===== src/rtl/daq2_bringup_seq_if.sv =====
// Converter-control and status bundle between the bring-up sequencer (slave)
// and the software/converter side (master).
interface daq2_bringup_seq_if;
    logic       start;
    logic       abort;
    logic [1:0] clkd_status;
    logic       tx_sync;
    logic       rx_sync;
    logic       dac_reset;
    logic       adc_pd;
    logic       dac_txen;
    logic       clkd_sync;
    logic       jesd_rst;
    logic       busy;
    logic       done;
    logic       error;
    logic [3:0] state;
    logic [3:0] retry_cnt;

    modport master (
        output start, abort, clkd_status, tx_sync, rx_sync,
        input  dac_reset, adc_pd, dac_txen, clkd_sync, jesd_rst,
               busy, done, error, state, retry_cnt
    );

    modport slave (
        input  start, abort, clkd_status, tx_sync, rx_sync,
        output dac_reset, adc_pd, dac_txen, clkd_sync, jesd_rst,
               busy, done, error, state, retry_cnt
    );
endinterface


===== src/rtl/daq2_bringup_seq.sv =====
// DAQ2 bring-up sequencer: clock lock, distributor SYNC, converter reset/release,
// JESD link release, link supervision with bounded retries.
module daq2_bringup_seq #(
    parameter int unsigned RESET_CYCLES      = 10000,
    parameter int unsigned SYNC_PULSE_CYCLES = 100,
    parameter int unsigned SETTLE_CYCLES     = 50000,
    parameter int unsigned LOCK_TIMEOUT      = 10000000,
    parameter int unsigned LINK_TIMEOUT      = 10000000,
    parameter int unsigned LINK_STABLE       = 16,
    parameter logic [3:0]  MAX_RETRY         = 4'd3
) (
    input  logic              clk,
    input  logic              reset,
    daq2_bringup_seq_if.slave bus
);
    localparam logic [3:0] ST_IDLE        = 4'd0;
    localparam logic [3:0] ST_CLK_WAIT    = 4'd1;
    localparam logic [3:0] ST_CLK_SYNC    = 4'd2;
    localparam logic [3:0] ST_DEV_RESET   = 4'd3;
    localparam logic [3:0] ST_DEV_RELEASE = 4'd4;
    localparam logic [3:0] ST_LINK_WAIT   = 4'd5;
    localparam logic [3:0] ST_RUN         = 4'd6;
    localparam logic [3:0] ST_ERROR       = 4'd7;

    // A zero-length parameter behaves as one cycle.
    localparam logic [31:0] L_RESET  = (RESET_CYCLES == 0)      ? 32'd1 : 32'(RESET_CYCLES);
    localparam logic [31:0] L_SYNC   = (SYNC_PULSE_CYCLES == 0) ? 32'd1 : 32'(SYNC_PULSE_CYCLES);
    localparam logic [31:0] L_SETTLE = (SETTLE_CYCLES == 0)     ? 32'd1 : 32'(SETTLE_CYCLES);
    localparam logic [31:0] L_LOCK   = (LOCK_TIMEOUT == 0)      ? 32'd1 : 32'(LOCK_TIMEOUT);
    localparam logic [31:0] L_LINK   = (LINK_TIMEOUT == 0)      ? 32'd1 : 32'(LINK_TIMEOUT);
    localparam logic [31:0] L_STABLE = (LINK_STABLE == 0)       ? 32'd1 : 32'(LINK_STABLE);

    logic [3:0]  r_state, w_state_next;
    logic [31:0] r_timer, w_timer_next;
    logic [31:0] r_stable, w_stable_next, w_stable_inc;
    logic [3:0]  r_retry, w_retry_next;
    logic        w_fault, w_lock, w_synced;
    logic        r_dac_reset, r_adc_pd, r_dac_txen, r_clkd_sync, r_jesd_rst;
    logic        r_busy, r_done, r_error;

    assign w_lock       = (bus.clkd_status == 2'b11);
    assign w_synced     = bus.tx_sync & bus.rx_sync;
    assign w_stable_inc = w_synced ? (r_stable + 32'd1) : 32'd0;

    always_comb begin
        w_state_next  = r_state;
        w_retry_next  = r_retry;
        w_stable_next = r_stable;
        w_timer_next  = (r_timer == 32'd0) ? 32'd0 : (r_timer - 32'd1);
        w_fault       = 1'b0;
        case (r_state)
            ST_IDLE, ST_ERROR: begin
                if (bus.start) begin
                    w_retry_next = 4'd0;
                    w_state_next = ST_CLK_WAIT;
                end
            end
            ST_CLK_WAIT: begin
                if (w_lock)                  w_state_next = ST_CLK_SYNC;
                else if (r_timer == 32'd0)   w_state_next = ST_ERROR;
            end
            ST_CLK_SYNC:    if (r_timer == 32'd0) w_state_next = ST_DEV_RESET;
            ST_DEV_RESET:   if (r_timer == 32'd0) w_state_next = ST_DEV_RELEASE;
            ST_DEV_RELEASE: if (r_timer == 32'd0) w_state_next = ST_LINK_WAIT;
            ST_LINK_WAIT: begin
                w_stable_next = w_stable_inc;
                if (w_stable_inc >= L_STABLE) w_state_next = ST_RUN;
                else if (r_timer == 32'd0)    w_fault      = 1'b1;
            end
            ST_RUN:  if (!w_lock || !w_synced) w_fault = 1'b1;
            default: w_state_next = ST_IDLE;
        endcase

        // Faults re-run the device/link portion only; clock setup is kept.
        if (w_fault) begin
            if (r_retry < MAX_RETRY) begin
                w_retry_next = r_retry + 4'd1;
                w_state_next = ST_DEV_RESET;
            end else begin
                w_state_next = ST_ERROR;
            end
        end

        if (bus.abort) begin
            w_state_next = ST_IDLE;
            w_retry_next = r_retry;
        end

        if (w_state_next != r_state) begin
            w_stable_next = 32'd0;
            case (w_state_next)
                ST_CLK_WAIT:    w_timer_next = L_LOCK - 32'd1;
                ST_CLK_SYNC:    w_timer_next = L_SYNC - 32'd1;
                ST_DEV_RESET:   w_timer_next = L_RESET - 32'd1;
                ST_DEV_RELEASE: w_timer_next = L_SETTLE - 32'd1;
                ST_LINK_WAIT:   w_timer_next = L_LINK - 32'd1;
                default:        w_timer_next = 32'd0;
            endcase
        end
    end

    // Outputs are decoded from the next state so they change in the first cycle of it.
    always_ff @(posedge clk or posedge reset) begin
        if (reset) begin
            r_state     <= ST_IDLE;
            r_timer     <= 32'd0;
            r_stable    <= 32'd0;
            r_retry     <= 4'd0;
            r_dac_reset <= 1'b1;
            r_adc_pd    <= 1'b1;
            r_dac_txen  <= 1'b0;
            r_clkd_sync <= 1'b1;
            r_jesd_rst  <= 1'b1;
            r_busy      <= 1'b0;
            r_done      <= 1'b0;
            r_error     <= 1'b0;
        end else begin
            r_state     <= w_state_next;
            r_timer     <= w_timer_next;
            r_stable    <= w_stable_next;
            r_retry     <= w_retry_next;
            r_dac_reset <= !(w_state_next inside {ST_DEV_RELEASE, ST_LINK_WAIT, ST_RUN});
            r_adc_pd    <= !(w_state_next inside {ST_DEV_RELEASE, ST_LINK_WAIT, ST_RUN});
            r_dac_txen  <= (w_state_next == ST_RUN);
            r_clkd_sync <= (w_state_next != ST_CLK_SYNC);
            r_jesd_rst  <= !(w_state_next inside {ST_LINK_WAIT, ST_RUN});
            r_busy      <= !(w_state_next inside {ST_IDLE, ST_RUN, ST_ERROR});
            r_done      <= (w_state_next == ST_RUN);
            r_error     <= (w_state_next == ST_ERROR);
        end
    end

    assign bus.state     = r_state;
    assign bus.retry_cnt = r_retry;
    assign bus.dac_reset = r_dac_reset;
    assign bus.adc_pd    = r_adc_pd;
    assign bus.dac_txen  = r_dac_txen;
    assign bus.clkd_sync = r_clkd_sync;
    assign bus.jesd_rst  = r_jesd_rst;
    assign bus.busy      = r_busy;
    assign bus.done      = r_done;
    assign bus.error     = r_error;
endmodule


===== src/flat_wrapper.sv =====
// flat-port wrapper written by rule: the top's interface ports become plain ports
module daq2_bringup_seq_flat 
#(
    parameter int unsigned RESET_CYCLES      = 10000,
    parameter int unsigned SYNC_PULSE_CYCLES = 100,
    parameter int unsigned SETTLE_CYCLES     = 50000,
    parameter int unsigned LOCK_TIMEOUT      = 10000000,
    parameter int unsigned LINK_TIMEOUT      = 10000000,
    parameter int unsigned LINK_STABLE       = 16,
    parameter logic [3:0]  MAX_RETRY         = 4'd3
)
  (clk, reset, bus_start, bus_abort, bus_clkd_status, bus_tx_sync, bus_rx_sync, bus_dac_reset, bus_adc_pd, bus_dac_txen, bus_clkd_sync, bus_jesd_rst, bus_busy, bus_done, bus_error, bus_state, bus_retry_cnt);
  daq2_bringup_seq_if bus_i ();
  input  logic clk;
  input  logic reset;
  input wire logic [$bits(bus_i.start)-1:0] bus_start;
  input wire logic [$bits(bus_i.abort)-1:0] bus_abort;
  input wire logic [$bits(bus_i.clkd_status)-1:0] bus_clkd_status;
  input wire logic [$bits(bus_i.tx_sync)-1:0] bus_tx_sync;
  input wire logic [$bits(bus_i.rx_sync)-1:0] bus_rx_sync;
  output wire logic [$bits(bus_i.dac_reset)-1:0] bus_dac_reset;
  output wire logic [$bits(bus_i.adc_pd)-1:0] bus_adc_pd;
  output wire logic [$bits(bus_i.dac_txen)-1:0] bus_dac_txen;
  output wire logic [$bits(bus_i.clkd_sync)-1:0] bus_clkd_sync;
  output wire logic [$bits(bus_i.jesd_rst)-1:0] bus_jesd_rst;
  output wire logic [$bits(bus_i.busy)-1:0] bus_busy;
  output wire logic [$bits(bus_i.done)-1:0] bus_done;
  output wire logic [$bits(bus_i.error)-1:0] bus_error;
  output wire logic [$bits(bus_i.state)-1:0] bus_state;
  output wire logic [$bits(bus_i.retry_cnt)-1:0] bus_retry_cnt;
  assign bus_i.start = bus_start;
  assign bus_i.abort = bus_abort;
  assign bus_i.clkd_status = bus_clkd_status;
  assign bus_i.tx_sync = bus_tx_sync;
  assign bus_i.rx_sync = bus_rx_sync;
  assign bus_dac_reset = bus_i.dac_reset;
  assign bus_adc_pd = bus_i.adc_pd;
  assign bus_dac_txen = bus_i.dac_txen;
  assign bus_clkd_sync = bus_i.clkd_sync;
  assign bus_jesd_rst = bus_i.jesd_rst;
  assign bus_busy = bus_i.busy;
  assign bus_done = bus_i.done;
  assign bus_error = bus_i.error;
  assign bus_state = bus_i.state;
  assign bus_retry_cnt = bus_i.retry_cnt;
  daq2_bringup_seq #(.RESET_CYCLES(RESET_CYCLES), .SYNC_PULSE_CYCLES(SYNC_PULSE_CYCLES), .SETTLE_CYCLES(SETTLE_CYCLES), .LOCK_TIMEOUT(LOCK_TIMEOUT), .LINK_TIMEOUT(LINK_TIMEOUT), .LINK_STABLE(LINK_STABLE), .MAX_RETRY(MAX_RETRY)) u_core (.clk(clk), .reset(reset), .bus(bus_i));
endmodule

===== config.mk =====
export PLATFORM = sky130hd
export DESIGN_NAME = daq2_bringup_seq_flat
export DESIGN_NICKNAME = d
export VERILOG_FILES = /design/src/rtl/daq2_bringup_seq_if.sv /design/src/rtl/daq2_bringup_seq.sv /design/src/flat_wrapper.sv
export SDC_FILE = /design/constraint.sdc
export NUM_CORES = 1
export LEC_CHECK = 0
export CAP_MARGIN = 20
export CORE_MARGIN = 8
export CORE_UTILIZATION = 45
export CTS_BUF_LIST = sky130_fd_sc_hd__clkbuf_8
export DETAILED_ROUTE_END_ITERATION = 12
export PLACE_DENSITY = 0.61
export SETUP_SLACK_MARGIN = 0.2
export SLEW_MARGIN = 20
export SYNTH_ARGS = -nofsm -noshare
export SYNTH_HDL_FRONTEND = slang
export SYNTH_SLANG_ARGS = --single-unit
export TNS_END_PERCENT = 1

===== constraint.sdc =====
create_clock -name clk -period 4.8 [get_ports clk]
set_input_delay 1.44 -clock clk [delete_from_list [all_inputs] [get_ports clk]]
set_output_delay 1.44 -clock clk [all_outputs]
set_load 0.005 [all_outputs]

After elaboration in Yosys (flattened, before gate mapping)
Cells that the tools add are included.

Add/subtract/negate cells: 3. $mul: 0. Divide/modulo/power cells: 0. Order comparisons: 2. Eq/ne operators: 17. Shift operators: 0. Multiplexer cells: 25. Bitwise logic cells: 1. Reductions and logical operators: 15.

Operators by type and width (number): $mux 32 (5); $pmux 24 s4 (1); $mux 4 (13); $add 32x1->32 const B (1); $eq 4x3->1 const B (8); $ge 32x5->1 const B (1); $logic_not 32->1 (1); $sub 32x1->32 const B (1); $pmux 4 s7 (1); $eq 4x2->1 const B (4); $eq 4x1->1 const B (2); $logic_not 4->1 (2); $reduce_bool 3->1 (2); $logic_not 1->1 (5); $add 4x1->4 const B (1); $lt 4x2->1 const B (1); $ne 4x2->1 const B (1); $ne 4x4->1 (1); $reduce_bool 2->1 (2); $reduce_or 2->1 (2); $mux 1 (3); $mux 3 (1); $eq 2x2->1 const B (1); $pmux 1 s2 (1); 2 further kinds (2).

Bits in registers: 78. Latch bits: 0. RAM bits: 0. Bits in read-only memories: 0. Output and inout bits: 16. Logic and storage cells: 73. Memories: 0.

Logic depth before layout (Yosys ltp)
Word-level depth: 11. Mapped depth: 13. Gate-level depth less buffers: 12.

Least setup slack after synthesis
No wires, ideal clock.

Kind: input to register. Start point: input port bus_tx_sync. End point: register u_core.r_timer[0]. Library setup time: 0.083 ns. Arrival: 3.558 ns. Data required time: 4.717 ns. Path slack: 1.160 ns. Cell stages on the path: 11. Path buffers: 1. Cell sequence: nand2_1 nor2_1 nor4_1 inv_1 o2111a_1 xor2_1 a311oi_1 o21ai_2 nand2b_4 buf_2 o22ai_1.

Cells in the longest elaborated chain, start to end: 11.

Ends and longest elaborated chain: start, declared (line flat_wrapper.sv:19) `input wire logic [$bits(bus_i.tx_sync)-1:0] bus_tx_sync;`; $and 1x1->1 (*) (line daq2_bringup_seq.sv:42) `assign w_synced = bus.tx_sync & bus.rx_sync;`; $mux 32 or $logic_not 1->1 (tied branches) (line daq2_bringup_seq.sv:43, daq2_bringup_seq.sv:70); $ge 32x5->1 or $logic_or 1x1->1 (tied branches) (line daq2_bringup_seq.sv:67, daq2_bringup_seq.sv:70); $mux 4, or another cell as far along (line daq2_bringup_seq.sv:67) `if (w_stable_inc >= L_STABLE) w_state_next = ST_RUN;`; $pmux 4 s7 or $pmux 1 s2 (tied branches) (line daq2_bringup_seq.sv:51) `case (r_state)`; $mux 4 (*) (line daq2_bringup_seq.sv:75) `if (w_fault) begin`; $mux 4 (*) (line daq2_bringup_seq.sv:84) `if (bus.abort) begin`; $eq 4x1->1 or $eq 4x3->1 (tied branches) (line daq2_bringup_seq.sv:91) `case (w_state_next)`; $reduce_or 2->1 (no line); $pmux 24 s4 (line daq2_bringup_seq.sv:91); $mux 32 (*) (line daq2_bringup_seq.sv:89) `if (w_state_next != r_state) begin`; named net u_core.w_timer_next[0] (line daq2_bringup_seq.sv:34) `logic [31:0] r_timer, w_timer_next;`; end signal, assigned (line daq2_bringup_seq.sv:119) `r_timer <= w_timer_next;`; end, declared (line daq2_bringup_seq.sv:34).

Mark *: on every way through the listed nets, which the timed path passes. The rest lies on a longest branch. A chain may end at the register's enable or synchronous reset.

Worst setup path in the final report
Start point: register u_core.r_timer[0]. End point: register u_core.r_timer[6].

Cells in the longest elaborated chain, start to end: 10.

Ends and longest elaborated chain (line): $logic_not 32->1; $mux 4 or $mux 1 (tied branches) (daq2_bringup_seq.sv:60, daq2_bringup_seq.sv:68); $mux 4 or $mux 1 (tied branches) (daq2_bringup_seq.sv:59, daq2_bringup_seq.sv:67); $pmux 4 s7 or $pmux 1 s2 (tied branches) (daq2_bringup_seq.sv:51); $mux 4 (daq2_bringup_seq.sv:75); $mux 4 (daq2_bringup_seq.sv:84); $eq 4x1->1 or $eq 4x3->1 (tied branches) (daq2_bringup_seq.sv:91); $reduce_or 2->1 (no line); $pmux 24 s4 (daq2_bringup_seq.sv:91); $mux 32 (*) (daq2_bringup_seq.sv:89); named net u_core.w_timer_next[6] (daq2_bringup_seq.sv:34).

Marked as above.

==> impl_metrics.json <==
{
  "die_h_um": 122,
  "via_count": 4582,
  "slew_headroom_pct": 52.1,
  "power_switching_mw": 0.574,
  "outcome": "complete, no violations",
  "synthArstFlopShare_pct": 100,
  "yosysWarnings": 0,
  "dieArea_sq_um": 14900,
  "drive_gt1_share_pct": 9.30,
  "die_w_um": 122,
  "diodes": 0,
  "cts_max_path_buffers": 2,
  "synth-edff-count": 0,
  "cp_max_fo": 14,
  "design_area_sq_um": 5580,
  "pre_cts_ws_ps": 396,
  "grt_pass1_vias": 4523,
  "grt_max_degree": 57,
  "hpwl_mm": 8.70,
  "drtPass1Iterations": 5,
  "ys_seq_area_share_pct": 38.7,
  "slowest_delay_ps": 560,
  "crit_buf_inv": 3,
  "drt.antenna.violating_nets": 0,
  "path_delay_family": "simple AND/OR/NAND/NOR gates",
  "hold_viol_final": 0,
  "ys_seq_elements": 78,
  "cts_resized": 0,
  "rsz0062_at_grt": "false",
  "numCtsBuffers": 9,
  "seqPwrFrac_pct": 45.2,
  "drc": 0,
  "crit_required_ps": 5090,
  "layout.nets": 620,
  "wl_per_cell_um": 16.9,
  "overflow": 0,
  "yosysUniqueCellTypes": 75,
  "setup_tns_ps": 0,
  "worst_setup_path_start_kind": "register",
  "setup_viol_count_final": 0,
  "viasPerCell": 6.08,
  "end_kind": "register",
  "final_cells": 753,
  "placed_area_sq_um": 5370,
  "crit_chain": "inv_1, ha_1, or4b_1, nor3_4, nand4_2, buf_4, xnor2_1, o311ai_0, nor3_1, a221oi_2, a211oi_2, buf_4, or4b_4, a31oi_1",
  "power.density_nw_per_um2": 314,
  "fin_hold_ws_ps": 513,
  "post-route-min-period_ps": 4050,
  "critical-path-slowest-cell": "or4b_1",
  "crit_top_cell": "buf_4",
  "grt_usage_pct": 18.2,
  "synth_fp_nets": 615,
  "cap_violations": 0,
  "fmax_mhz": 247,
  "drt_iter0_drc": 276,
  "post_cts_buffers": 0,
  "dp_cells": 738,
  "cts_tree": "done",
  "sw_frac_of_total_pct": 32.8,
  "ir_drop_mv": 0.215,
  "pin_count": 24,
  "start_util_pct": 46.5,
  "finalCritPeriodShare_pct": 84.3,
  "fin_worst_skew_ps": 12.0,
  "slew_violations": 0,
  "worstHoldPathType": "register to register",
  "synth_flop_cell": "dfrtp_1",
  "rows": 38,
  "grt_first_pass_wirelength_mm": 22.2,
  "syn_to_final_growth_pct": 10.3,
  "combPwrFrac_pct": 24.3,
  "clkTransAtPathRegs_ps": 80,
  "core_area_sq_um": 10900,
  "p_int_mw": 1.18,
  "power.total_mw": 1.75,
  "synth.avg_cell_area_sq_um": 8.38,
  "cts-root-buf": "clkbuf_8",
  "timing.final.ws_setup_ps": 751,
  "worstMarginPinSlew_ps": 711,
  "cp.arrival_ps": 4340,
  "syn_inst": 604,
  "gp_congestion": 0.877,
  "htree_levels": 3,
  "leakagePower_nw": 2.28,
  "p_clk_share_pct": 30.5,
  "port_buffers": 23,
  "hold_buffers": 0,
  "clock_latency_ps": 380,
  "synth_area_sq_um": 5060,
  "path_class": "register to register",
  "drt-total-wl_mm": 12.8,
  "antenna_found_initial": 0,
  "cts_sinks": 78,
  "final_util_pct": 51.3
}
[power by group through the flow]
stage / logic [mW] / registers (mW) / clock network [mW]
5_1_grt: 0.483 / 0.804 / 0.565
2_1_floorplan: 0.347 / 0.786 / 0
3_3_place_gp: 0.420 / 0.798 / 0
4_1_cts: 0.428 / 0.790 / 0.547
6_report: 0.425 / 0.791 / 0.535
3_5_place_dp: 0.425 / 0.802 / 0
[sequential cells by signal, summed over array words and instances, names as in the netlist]
register	flops
u_core.bus.busy	1
u_core.bus.clkd_sync	1
u_core.bus.dac_reset	1
u_core.bus.dac_txen	1
u_core.bus.error	1
u_core.bus.jesd_rst	1
u_core.bus.retry_cnt	4
u_core.bus.state	4
u_core.r_stable	32
u_core.r_timer	32
[layer usage]
metal | routed length, um | part of all wire (%) | vias to the layer above | track usage (%)
met5 | 0 | 0 | - | 0
met4 | 202 | 1.6 | 0 | 7.25
met3 | 590 | 4.6 | 15 | 3.66
met2 | 6010 | 47 | 98 | 28.7
met1 | 5960 | 47 | 2264 | 24.0
li1 | - | - | 2205 | -
[cell usage after synthesis (4+ instances only)]
master,count,area share [%]
inv_1,15,1.1
and2_1,6,0.74
o21ai_0,48,4.7
a22oi_1,4,0.59
mux2i_1,7,1.4
clkbuf_1,22,1.6
and4_1,7,1.2
and3_1,10,1.2
nand3_1,20,2.0
nand3b_1,4,0.59
nand2_1,56,4.2
a21oi_1,43,4.3
a31oi_1,12,1.5
xnor2_1,19,3.3
nor3_1,27,2.7
or3_1,9,1.1
nor2_1,67,5.0
buf_4,5,0.74
buf_2,8,0.79
nor4_1,15,1.9
o22ai_1,6,0.74
nand4_1,14,1.7
dfrtp_1,75,37
xor2_1,18,3.1
nand2b_1,4,0.49
or4_1,10,1.5
[cells in the final DEF (no fill, tap or decap), types with 4 or more instances in the layout]
master           count
dfrtp_1             75
nor2_1              67
nand2_1             56
o21ai_0             48
a21oi_1             43
nor3_1              27
clkdlybuf4s50_1     23
nand3_1             20
xnor2_1             19
xor2_1              18
nor4_1              15
nand4_1             14
inv_1               14
a31oi_1             12
clkbuf_8            12
or4_1               10
and3_1              10
or3_1                9
buf_4                9
and4_1               7
mux2i_1              7
and2_1               6
o22ai_1              6
nand2b_1             4
nand3b_1             4
a22oi_1              4
[path summary, 6_finish.rpt]
kind / start / end / slack [ps] / cells past startpoint
worst min-delay path: u_core.bus.retry_cnt[2] / u_core.bus.retry_cnt[2] / 510 / 1
worst max-delay path: u_core.r_timer[0] / u_core.r_timer[6] / 750 / 14
worst max register to register: u_core.r_timer[0] / u_core.r_timer[6] / 750 / 14
max in group asynchronous: reset / u_core.r_timer[11] / 2480 / 3
min in group asynchronous: reset / u_core.r_stable[5] / 1530 / 2
worst min register to register: u_core.bus.retry_cnt[2] / u_core.bus.retry_cnt[2] / 510 / 1
[layout make-up]
cell class | count | area [sq um]
fillers | 1030 | 5310
repair buffers | 32 | 298
clock inverters | 3 | 42.5
multi-input cells | 473 | 2890
flip-flops and latches | 78 | 1960
well taps | 140 | 175
inverters | 15 | 58.8
clock buffers | 12 | 165
[cells by family (layout without fill, tap and decap cells)]
| family | Yosys count | count (layout) | share of synthesized area [%] |
|---|---|---|---|
| AO/OA/AOI/OAI | 144 | 144 | 17.2 |
| other | 1 | 1 | 0.0741 |
| XOR/XNOR | 37 | 37 | 6.41 |
| flip-flops | 78 | 78 | 38.7 |
| adder cells (fa/ha/maj) | 3 | 3 | 0.742 |
| buffers and inverters | 53 | 62 | 4.53 |
| AND/OR/NAND/NOR | 280 | 280 | 30.7 |
| multiplexers | 8 | 8 | 1.61 |
[worst reg2reg max path, cell delays in order (launching register included)]
cell	delay, ps
dfrtp_1	410
inv_1	80
ha_1	210
or4b_1	560
nor3_4	340
nand4_2	120
buf_4	220
xnor2_1	150
o311ai_0	450
nor3_1	110
a221oi_2	320
a211oi_2	80
buf_4	210
or4b_4	530
a31oi_1	190
Power figures use the tool's default switching activity.
